--- src/rtl/if_id_pkg.sv ---
// Shared constants and entry layout for the fetch-to-decode instruction queue.
package if_id_pkg;

   localparam logic [31:0] IF_ID_NOP = 32'h0000_0013;

   localparam logic [6:0] OPC_JAL    = 7'b1101111;
   localparam logic [6:0] OPC_JALR   = 7'b1100111;
   localparam logic [6:0] OPC_BRANCH = 7'b1100011;

   localparam int unsigned DEF_XLEN = 32;

   typedef struct packed {
      logic [DEF_XLEN-1:0] pc;
      logic [DEF_XLEN-1:0] inst;
      logic                is_ctrl;
   } if_id_entry_t;

   function automatic logic is_ctrl_op(input logic [6:0] opcode);
      return (opcode == OPC_JAL) || (opcode == OPC_JALR) || (opcode == OPC_BRANCH);
   endfunction

endpackage

--- src/rtl/if_id_fifo_mem.sv ---
// DEPTH-entry register array for queued instructions: one write port, one
// combinational read port.
module if_id_fifo_mem #(
   parameter int unsigned DEPTH  = 2,
   parameter int unsigned ADDR_W = 1,
   parameter type         entry_t = if_id_pkg::if_id_entry_t
) (
   input  logic              clk,
   input  logic              we,
   input  logic [ADDR_W-1:0] waddr,
   input  entry_t            wdata,
   input  logic [ADDR_W-1:0] raddr,
   output entry_t            rdata
);

   entry_t mem_q [DEPTH];

   // NOTE: storage is deliberately not reset; count in the parent decides what is valid.
   always_ff @(posedge clk) begin
      if (we) begin
         mem_q[waddr] <= wdata;
      end
   end

   assign rdata = mem_q[raddr];

endmodule

--- src/rtl/if_id_queue.sv ---
// Fetch-to-decode queue: issues PC requests to a 1-cycle instruction memory and
// buffers {pc, inst} in a DEPTH-entry FIFO. Define IF_ID_PREDECODE_EN to store a control-flow flag per entry.
module if_id_queue
   import if_id_pkg::*;
#(
   parameter int unsigned     XLEN     = 32,
   parameter int unsigned     DEPTH    = 2,
   parameter logic [XLEN-1:0] NOP_INST = XLEN'(IF_ID_NOP)
) (
   input  logic            clk,
   input  logic            rst_n,
   input  logic            req_valid,
   input  logic [XLEN-1:0] req_pc,
   output logic            req_ready,
   output logic [XLEN-3:0] mem_addr,
   input  logic [XLEN-1:0] mem_rdata,
   input  logic            flush,
   output logic            id_valid,
   input  logic            id_ready,
   output logic [XLEN-1:0] id_pc,
   output logic [XLEN-1:0] id_inst,
   output logic            id_is_ctrl
);

   localparam int unsigned     PTR_W     = (DEPTH > 1) ? $clog2(DEPTH) : 1;
   localparam int unsigned     CNT_W     = $clog2(DEPTH + 1);
   localparam logic [PTR_W-1:0] LAST_PTR = PTR_W'(DEPTH - 1);
   localparam logic [CNT_W:0]   DEPTH_OCC = (CNT_W + 1)'(DEPTH);

`ifdef IF_ID_PREDECODE_EN
   typedef struct packed {
      logic [XLEN-1:0] pc;
      logic [XLEN-1:0] inst;
      logic            is_ctrl;
   } entry_t;
`else
   typedef struct packed {
      logic [XLEN-1:0] pc;
      logic [XLEN-1:0] inst;
   } entry_t;
`endif

   logic [PTR_W-1:0] wr_ptr_q, wr_ptr_d;
   logic [PTR_W-1:0] rd_ptr_q, rd_ptr_d;
   logic [CNT_W-1:0] count_q, count_d;
   logic             inflight_q, inflight_d;
   logic [XLEN-1:0]  inflight_pc_q, inflight_pc_d;

   logic             req_fire;
   logic             pop;
   logic             push;
   logic [CNT_W:0]   occupancy;
   entry_t           wr_entry;
   entry_t           rd_entry;
   logic [1:0]       unused_pc_lsb;

   function automatic logic [PTR_W-1:0] ptr_next(input logic [PTR_W-1:0] ptr);
      return (ptr == LAST_PTR) ? '0 : ptr + 1'b1;
   endfunction

   assign mem_addr      = req_pc[XLEN-1:2];
   assign unused_pc_lsb = req_pc[1:0];

   assign id_valid  = (count_q != '0);
   assign pop       = id_valid & id_ready;
   assign push      = inflight_q & ~flush;
   // The in-flight response already owns a slot, so occupancy counts it.
   assign occupancy = {1'b0, count_q} + {{CNT_W{1'b0}}, inflight_q};
   assign req_ready = rst_n & ~flush & ((occupancy < DEPTH_OCC) | pop);
   assign req_fire  = req_valid & req_ready;

   // NOTE: every signal gets a default first so no path through the block infers a latch.
   always_comb begin
      wr_ptr_d      = wr_ptr_q;
      rd_ptr_d      = rd_ptr_q;
      count_d       = count_q;
      inflight_d    = req_fire;
      inflight_pc_d = req_fire ? req_pc : inflight_pc_q;

      if (flush) begin
         wr_ptr_d = '0;
         rd_ptr_d = '0;
         count_d  = '0;
      end else begin
         if (push) wr_ptr_d = ptr_next(wr_ptr_q);
         if (pop)  rd_ptr_d = ptr_next(rd_ptr_q);
         case ({push, pop})
            2'b10:   count_d = count_q + CNT_W'(1);
            2'b01:   count_d = count_q - CNT_W'(1);
            default: count_d = count_q;
         endcase
      end
   end

   // NOTE: state registers use non-blocking assignments so all flops update together.
   always_ff @(posedge clk) begin
      if (!rst_n) begin
         wr_ptr_q      <= '0;
         rd_ptr_q      <= '0;
         count_q       <= '0;
         inflight_q    <= 1'b0;
         inflight_pc_q <= '0;
      end else begin
         wr_ptr_q      <= wr_ptr_d;
         rd_ptr_q      <= rd_ptr_d;
         count_q       <= count_d;
         inflight_q    <= inflight_d;
         inflight_pc_q <= inflight_pc_d;
      end
   end

   always_comb begin
      wr_entry      = '0;
      wr_entry.pc   = inflight_pc_q;
      wr_entry.inst = mem_rdata;
`ifdef IF_ID_PREDECODE_EN
      wr_entry.is_ctrl = is_ctrl_op(mem_rdata[6:0]);
`endif
   end

   if_id_fifo_mem #(
      .DEPTH   (DEPTH),
      .ADDR_W  (PTR_W),
      .entry_t (entry_t)
   ) u_fifo_mem (
      .clk   (clk),
      .we    (push),
      .waddr (wr_ptr_q),
      .wdata (wr_entry),
      .raddr (rd_ptr_q),
      .rdata (rd_entry)
   );

   assign id_pc   = id_valid ? rd_entry.pc   : '0;
   assign id_inst = id_valid ? rd_entry.inst : NOP_INST;
`ifdef IF_ID_PREDECODE_EN
   assign id_is_ctrl = id_valid & rd_entry.is_ctrl;
`else
   assign id_is_ctrl = 1'b0;
`endif

   a_no_overflow: assert property (@(posedge clk) disable iff (!rst_n)
      !(push && (count_q == CNT_W'(DEPTH))));

endmodule

--- config.mk ---
export PLATFORM = sky130hd
export DESIGN_NAME = if_id_queue
export DESIGN_NICKNAME = d
export VERILOG_FILES = /design/src/rtl/if_id_pkg.sv /design/src/rtl/if_id_fifo_mem.sv /design/src/rtl/if_id_queue.sv
export SDC_FILE = /design/constraint.sdc
export NUM_CORES = 1
export LEC_CHECK = 0
export ABC_AREA = 1
export CORE_MARGIN = 2
export CORE_UTILIZATION = 40
export DETAILED_ROUTE_END_ITERATION = 10
export GPL_TIMING_DRIVEN = 0
export PLACE_DENSITY = 0.73
export REMOVE_ABC_BUFFERS = 1
export SLEW_MARGIN = 5
export SYNTH_ARGS = -nofsm -noshare
export SYNTH_HDL_FRONTEND = slang
export SYNTH_HIERARCHICAL = 1
export SYNTH_SLANG_ARGS = --single-unit
--- constraint.sdc ---
create_clock -name clk -period 4.9 [get_ports clk]
set_input_delay 0.98 -clock clk [delete_from_list [all_inputs] [get_ports clk]]
set_output_delay 0.98 -clock clk [all_outputs]
set_load 0.01 [all_outputs]
==> results of run 1 <==
-- cells in the mapped netlist, drive strengths merged --
| master | number |
|---|---|
| nand2 | 264 |
| inv | 169 |
| edfxtp | 128 |
| nor2 | 103 |
| buf | 56 |
| dfxtp | 37 |
| nand4 | 32 |
| clkbuf | 12 |
| or2 | 3 |
| a21oi | 1 |
| conb | 1 |
| ha | 1 |
| nand3 | 1 |
| nor3b | 1 |
| o21ai | 1 |
| xnor2 | 1 |
| xor2 | 1 |
-- report_power, final --
| part | switching [uW] | leakage (uW) | internal (uW) | total [uW] |
|---|---|---|---|---|
| clock | 498 | 0.000285 | 829 | 1330 |
| sequential | 13.3 | 0.00147 | 1530 | 1550 |
| combinational | 97.9 | 0.00245 | 110 | 208 |
| total | 609 | 0.00421 | 2470 | 3080 |
-- placed cells by master, fill, tap and decap left out, types with 2 or more instances in the layout --
cell             count
buf_12               3
buf_16               2
buf_2                2
bufinv_16            3
clkbuf_1             5
clkbuf_16           17
clkbuf_8             2
clkdlybuf4s50_1    162
clkinv_2             2
clkinvlp_4           2
dfxtp_1             36
edfxtp_1           128
inv_1              166
inv_2                2
nand2_1            263
nand4_1             32
nor2_1             100
nor2_4               2
or2_2                3
-- sequential cells by signal, summed over array words and instances (netlist names) --
register / cells
inflight_pc_q: 32
rd_ptr_q: 1
count_q: 2
u_fifo_mem/mem_q: 128
inflight_q: 1
wr_ptr_q: 1
-- final timing paths --
| path | endpoint | slack [ns] | cells past startpoint |
|---|---|---|---|
| max reg2reg | inflight_pc_q[3]$_SDFFE_PN0P_ | 2.90 | 7 |
| min | u_fifo_mem/mem_q[1][48]$_DFFE_PP_ | 0.45 | 0 |
| min reg2reg | u_fifo_mem/mem_q[1][48]$_DFFE_PP_ | 0.45 | 0 |
| max | id_inst[4] | 0.83 | 5 |
-- metal layers --
layer | GRT usage | routed length (um) | vias to the layer above
li1 | - | - | 2664
met1 | 0.193 | 6410 | 2278
met2 | 0.266 | 7170 | 155
met3 | 0.0385 | 926 | 12
met4 | 0.0563 | 180 | 0
met5 | 0 | 0 | -
-- cell type report --
class,instances,area [um^2],share of cell area
sequential,165,4590,0.480
timing repair buffer,169,1750,0.183
multi-input combinational,410,1700,0.178
inverter,169,637,0.0667
clock buffer,24,472,0.0494
tap,229,287,0.0300
clock inverter,8,124,0.0130
-- critical path, cell delays in order (launching register included) --
cell	delay (ns)
dfxtp_4	0.87
inv_2	0.69
nand2_1	0.21
nand2_1	0.06
or2_2	0.30
clkdlybuf4s50_1	0.48
-- metrics by stage --
| step | util | TNS [ns] |
|---|---|---|
| 3_3_place_gp | 0.490 | -160.52 |
| 6_report | 0.530 | 0 |
| 4_1_cts | 0.531 | 0 |
| 2_1_floorplan | - | 0 |
| 3_5_place_dp | 0.498 | 0 |
| 5_1_grt | 0.530 | 0 |
-- cells by family (layout without fill, tap and decap cells) --
| logic type | after synthesis | in the layout |
|---|---|---|
| compound gates | 2 | 2 |
| xor+xnor | 2 | 2 |
| fa+ha+maj | 1 | 1 |
| buf+inv | 237 | 370 |
| flops | 165 | 165 |
| other cells | 1 | 1 |
| simple gates | 404 | 404 |
==> run metrics, run 1 <==
status completed; WP data required 3.92 ns; Static Leak 0.00421 uW; total grt overflow 0; Setup Viol. Count Final 0; Layout area overhead 29.4%; post-synth top area share 0.521; Mean Syn Cell Area 9.09 um^2; Vias/cell 4.35; Synth Area in XOR/XNOR 0.00237; Cells after Synth 812; Hold-fix buffers, CTS 0; worst skew pair latency 0.42 ns; final WL 14700 um; Placement Setup Slack 0.109 ns; Max FO, Critical Path 67; Post-DP Area 8970 um^2; vias in the first global route 4920; hold slack 0.452 ns; Setup crit start rd_ptr_q$_SDFFE_PP0P_; Initial Util 0.410; Synthesis Warnings 6; post-synthesis sequential area ratio 0.621; # IOs 166; die width 140 um; Seq cells post-synth 165; die outline area 19600 um^2; FILL cells 1615; Max Root-Sink Buffers 2; compound-gate portion of the synthesized area 0.00136; fin crit period 4.07 ns; Antenna Violating Nets Remaining 0; Tcrit/Tclk final 0.830; GR Util All Layers 0.156; first-pass GRT wire length 23900 um; Inserted Diodes 0; post-synth top area cell edfxtp_1; number of cell rows 49; combinational family with the most area after synthesis simple AND/OR/NAND/NOR gates; Root Buffer Master clkbuf_16; H-tree Lvls 4; Tot Pwr 3080 uW; Worst-Margin Slew 1.22 ns; Final Instance Area 9550 um^2; clk sink count 165; CTS Buf Count 17; Die Y 140 um; Final GP Congestion 0.683; I/O Buffers 164; Max VDD drop 0.000237 V; fin. max-slew vios 0; share of layout cells above drive strength 1 0.0487; mux cell area share after synthesis 0; RSZ-0062 raised after global routing no; initial antenna violation count 0; max cap viols 0; Inst Count DP 1142; clock slew at reported path FFs 0.06 ns; DRT iter0 DRCs 228; Final nets 1002; DRC Markers 0; Pwr Density 323 nW/um^2; Setup Buffers After CTS 0; CP Launch Type register; Adder-Cell Fraction of Synth Area 0.00169; Fin Clk Skew 0.00966 ns; Synth Area in Simple Gates 0.222; Min-Delay Startpoint inflight_pc_q[16]$_SDFFE_PN0P_; Mapped Area 7380 um^2; largest net degree at the start of global routing 68; Final Worst Setup Slack 0.833 ns; slew margin rel. 0.185; Critical Path AT 3.09 ns; vias 5109; Fmax achieved 246 MHz; Crit Path Category reg2out; Yosys cell types 24; CTS tree yes; Final Non-Filler Cells 1174; DRT Pass-1 Iters 7; ranking of synthesized cells by area edfxtp_1 52%, nand2_1 13%, dfxtp_1 10%, inv_1 8.5%, nor2_1 5.2%; Fin. Hold Viols 0; worst min path class reg2reg; RR Startpoint count_q[0]$_SDFFE_PP0P_; WL/cell 12.5 um; post-detail-place hpwl 8970 um; post_cts resized 0; crit end category output pin; Placeable Area 18000 um^2
(Power assumes the default switching activity.)
==> run 2, diff against run 1 <==
--- a/config.mk
+++ b/config.mk
@@ -10,7 +10,7 @@
 export CORE_UTILIZATION = 40
 export DETAILED_ROUTE_END_ITERATION = 10
 export GPL_TIMING_DRIVEN = 0
-export PLACE_DENSITY = 0.73
+export PLACE_DENSITY = 0.75
 export REMOVE_ABC_BUFFERS = 1
 export SLEW_MARGIN = 5
 export SYNTH_ARGS = -nofsm -noshare
==> constraint.sdc (replaced) <==
create_clock -name clk -period 3.3 [get_ports clk]
set_input_delay 0.66 -clock clk [delete_from_list [all_inputs] [get_ports clk]]
set_output_delay 0.66 -clock clk [all_outputs]
set_load 0.01 [all_outputs]
==> run metrics, run 2 (synthesis gave the netlist of run 1 again) <==
initial antenna violation count 0; registers with the most flip-flops u_fifo_mem/mem_q x128, inflight_pc_q x32, count_q x2; most frequent cells in the layout 263 x nand2_1, 166 x inv_1, 162 x clkdlybuf4s50_1, 128 x edfxtp_1, 100 x nor2_1; post-detail-place hpwl 8960 um; Layout area overhead 28.7%; CTS Buf Count 17; Initial Util 0.410; max cap viols 0; Root Buffer Master clkbuf_16; slew margin rel. 0.402; Largest Register u_fifo_mem/mem_q; Worst-Margin Slew 0.897 ns; Placement Setup Slack -0.738 ns; Fin. Hold Viols 0; first-pass GRT wire length 23100 um; Vias/cell 4.35; Final Worst Setup Slack 0.148 ns; clock slew at reported path FFs 0.06 ns; WP data required 2.64 ns; RR Startpoint count_q[0]$_SDFFE_PP0P_; Crit Path Category in2out; largest net degree at the start of global routing 65; Final GP Congestion 0.707; Inserted Diodes 0; Max VDD drop 0.000330 V; WL/cell 12.2 um; die outline area 19600 um^2; Max Root-Sink Buffers 2; Tcrit/Tclk final 0.955; Pwr Density 474 nW/um^2; Fin Clk Skew 0.00886 ns; CTS tree yes; max reg flops 128; worst skew pair latency 0.42 ns; DRC Markers 0; share of layout cells above drive strength 1 0.0487; Fmax achieved 317 MHz; final WL 14300 um; Final Non-Filler Cells 1173; Antenna Violating Nets Remaining 0; Max FO, Critical Path 37; DRT Pass-1 Iters 5; vias in the first global route 4850; Inst Count DP 1141; CP Launch Type input pin; worst min path class reg2reg; I/O Buffers 164; clk sink count 165; most common cell after layout, fill and taps aside nand2_1; Setup Viol. Count Final 0; vias 5103; Setup Buffers After CTS 0; # IOs 166; Critical Path AT 2.49 ns; Setup crit start rst_n; total grt overflow 0; GR Util All Layers 0.149; Static Leak 0.00418 uW; DRT iter0 DRCs 207; Die Y 140 um; fin crit period 3.15 ns; Placeable Area 18000 um^2; fin. max-slew vios 0; die width 140 um; H-tree Lvls 4; Min-Delay Startpoint inflight_pc_q[21]$_SDFFE_PN0P_; RSZ-0062 raised after global routing no; Final nets 1001; number of cell rows 49; crit end category output pin; status completed
## run 2: cell type report
| type | count | area (um^2) |
|---|---|---|
| fill | 1632 | 8520 |
| sequential | 165 | 4590 |
| timing repair buffer | 168 | 1710 |
| multi-input combinational | 410 | 1700 |
| inverter | 169 | 644 |
| clock buffer | 21 | 450 |
| tap | 229 | 287 |
| clock inverter | 11 | 125 |
## run 2: worst max-delay path: stages
cell	delay, ns
buf_2	0.51
inv_2	0.14
nor2_8	0.46
nand2_1	0.10
inv_1	0.07
clkdlybuf4s50_1	0.53
## run 2: power breakdown
part	switching, uW	internal [uW]
registers	19.4	2280
clock network	770	1140
logic	145	162
## run 2: metal layers
| metal | GRT usage | up-vias | part of all wire | wire (um) |
|---|---|---|---|---|
| li1 | - | 2667 | - | - |
| met5 | 0 | - | 0 | 0 |
| met2 | 0.261 | 132 | 0.51 | 7270 |
| met3 | 0.0310 | 19 | 0.038 | 544 |
| met1 | 0.178 | 2285 | 0.43 | 6230 |
| met4 | 0.0642 | 0 | 0.019 | 274 |
## run 2: worst paths after layout
path	endpoint	slack, ns	cells past startpoint
max	req_ready	0.15	6
min	u_fifo_mem/mem_q[1][53]$_DFFE_PP_	0.45	0
max reg2reg	count_q[1]$_SDFFE_PP0P_	1.19	7
min reg2reg	u_fifo_mem/mem_q[1][53]$_DFFE_PP_	0.45	0
## run 2: metrics by stage
stage | hold slack (ns) | total power, uW | setup TNS [ns] | area [um^2] | util
3_3_place_gp | 0.430 | 2640 | -357.99 | 8830 | 0.490
2_1_floorplan | 0.426 | 2450 | -47.80 | 6900 | -
5_1_grt | 0.467 | 4670 | 0 | 9510 | 0.527
6_report | 0.452 | 4510 | 0 | 9510 | 0.527
3_5_place_dp | 0.438 | 2650 | -9.16 | 8930 | 0.495
4_1_cts | 0.453 | 4560 | 0 | 9510 | 0.528
## run 2: what timing repair did
action,in CTS,in global routing
resized for setup,7,2
endpoints found under the setup margin,65,4
hold buffers,0,0
==> run 3, diff against run 2 <==
--- a/config.mk
+++ b/config.mk
@@ -7,10 +7,10 @@
 export LEC_CHECK = 0
 export ABC_AREA = 1
 export CORE_MARGIN = 2
-export CORE_UTILIZATION = 40
+export CORE_UTILIZATION = 46
 export DETAILED_ROUTE_END_ITERATION = 10
 export GPL_TIMING_DRIVEN = 0
-export PLACE_DENSITY = 0.75
+export PLACE_DENSITY = 0.84
 export REMOVE_ABC_BUFFERS = 1
 export SLEW_MARGIN = 5
 export SYNTH_ARGS = -nofsm -noshare
==> constraint.sdc (replaced) <==
create_clock -name clk -period 3.3 [get_ports clk]
set_input_delay 0.33 -clock clk [delete_from_list [all_inputs] [get_ports clk]]
set_output_delay 0.33 -clock clk [all_outputs]
set_load 0.01 [all_outputs]
==> run metrics, run 3 (synthesis gave the netlist of run 1 again) <==
status completed; clk sink count 165; clock slew at reported path FFs 0.06 ns; GR Util met3 0.0423; DRT iter0 DRCs 346; met1 usage 0.189; post_cts resized 2; crit end category output pin; Largest Register u_fifo_mem/mem_q; Placeable Area 15800 um^2; Crit Path Category reg2out; Pwr Density 480 nW/um^2; busiest layer in global routing met2; WL/cell 12.9 um; Static Leak 0.00420 uW; Setup Buffers After CTS 0; number of cell rows 46; Internal 3650 uW; Max VDD drop 0.000380 V; RSZ-0062 raised after global routing no; largest net degree at the start of global routing 65; first-pass GRT wire length 23000 um; vias in the first global route 5005; Hold-fix buffers, CTS 0; post-detail-place hpwl 9300 um; Vias/cell 4.52; CTS tree yes; Inserted Diodes 0; final WL 15000 um; Fin. Hold Viols 0; H-tree Lvls 4; Worst-Margin Slew 0.914 ns; DRT Pass-1 Iters 4; die outline area 17100 um^2; I/O Buffers 164; Tcrit/Tclk final 0.923; total grt overflow 0; Setup Viol. Count Final 0; GR Util All Layers 0.176; RR Startpoint count_q[1]$_SDFFE_PP0P_; Die Y 131 um; Placement Setup Slack -0.165 ns; max cap viols 0; met2 Use GR 0.333; hold slack 0.451 ns; share of layout cells above drive strength 1 0.0466; Final GP Congestion 0.682; Setup crit start rd_ptr_q$_SDFFE_PP0P_; WP data required 2.97 ns; CP Launch Type register; Max FO, Critical Path 64; worst skew pair latency 0.40 ns; registers with the most flip-flops u_fifo_mem/mem_q x128, inflight_pc_q x32, count_q x2; Clk pwr share 0.428; Layout area overhead 28.7%; Root Buffer Master clkbuf_16; worst min path class reg2reg; most common cell after layout, fill and taps aside nand2_1; Final Worst Setup Slack 0.254 ns; fin. max-slew vios 0; initial antenna violation count 0; fin crit period 3.05 ns; die width 131 um; CTS Buf Count 17; most frequent cells in the layout 263 x nand2_1, 166 x inv_1, 162 x clkdlybuf4s50_1, 128 x edfxtp_1, 100 x nor2_1; DRC Markers 0; Initial Util 0.468; sw frac 0.200; Tot Pwr 4560 uW; Fmax achieved 328 MHz; sw power 913 uW; Fin Clk Skew 0.00608 ns; Gate power share 0.068; Antenna Violating Nets Remaining 0; # IOs 166; sequential share of power 0.503; Critical Path AT 2.72 ns; Min-Delay Startpoint inflight_pc_q[23]$_SDFFE_PN0P_; vias 5240; max reg flops 128; Max Root-Sink Buffers 2; slew margin rel. 0.391; Final nets 1001
-- run 3: critical path, cell delays in order, from the launching register on --
cell	delay, ns
dfxtp_2	0.48
buf_12	0.26
inv_4	0.56
nand2_1	0.14
nand2_1	0.10
inv_1	0.05
nor2_1	0.12
clkdlybuf4s50_1	0.57
-- run 3: through the flow --
stage / TNS [ns] / instance area [um^2] / util / instances
after global placement: -287.88 / 8810 / 0.559 / 1124
after floorplan: -28.89 / 6900 / - / 744
after global routing: 0 / 9500 / 0.602 / 1160
after detailed placement: -0.319 / 8920 / 0.566 / 1128
after CTS: 0 / 9510 / 0.603 / 1160
final: 0 / 9500 / 0.602 / 1160
-- run 3: final timing paths --
check / to / slack [ns] / depth (start not counted)
hold reg to reg: u_fifo_mem/mem_q[0][55]$_DFFE_PP_ / 0.45 / 0
setup reg to reg: count_q[1]$_SDFFE_PP0P_ / 1.02 / 8
hold / removal: u_fifo_mem/mem_q[0][55]$_DFFE_PP_ / 0.45 / 0
setup / recovery: id_pc[16] / 0.25 / 7
-- run 3: cell type report --
class                           count  area (um^2)
Clock buffer                       23          458
Inverter                          169          639
Sequential cell                   165         4590
Fill cell                        1347         6270
Tap cell                          216          270
Multi-Input combinational cell    410         1700
Clock inverter                      9          129
Timing Repair Buffer              168         1720
-- run 3: power groups by stage --
stage | clock network (uW) | logic [uW] | registers, uW
CTS | 1990 | 316 | 2300
detailed placement | 0 | 314 | 2340
finish | 1960 | 311 | 2300
floorplan | 0 | 111 | 2340
global route | 2070 | 346 | 2300
global placement | 0 | 300 | 2340
-- run 3: layer usage --
metal  routed length [um]  part of all wire
met5                    0                 0
met4                  192             0.013
met3                 1060             0.071
met2                 7880              0.53
met1                 5850              0.39
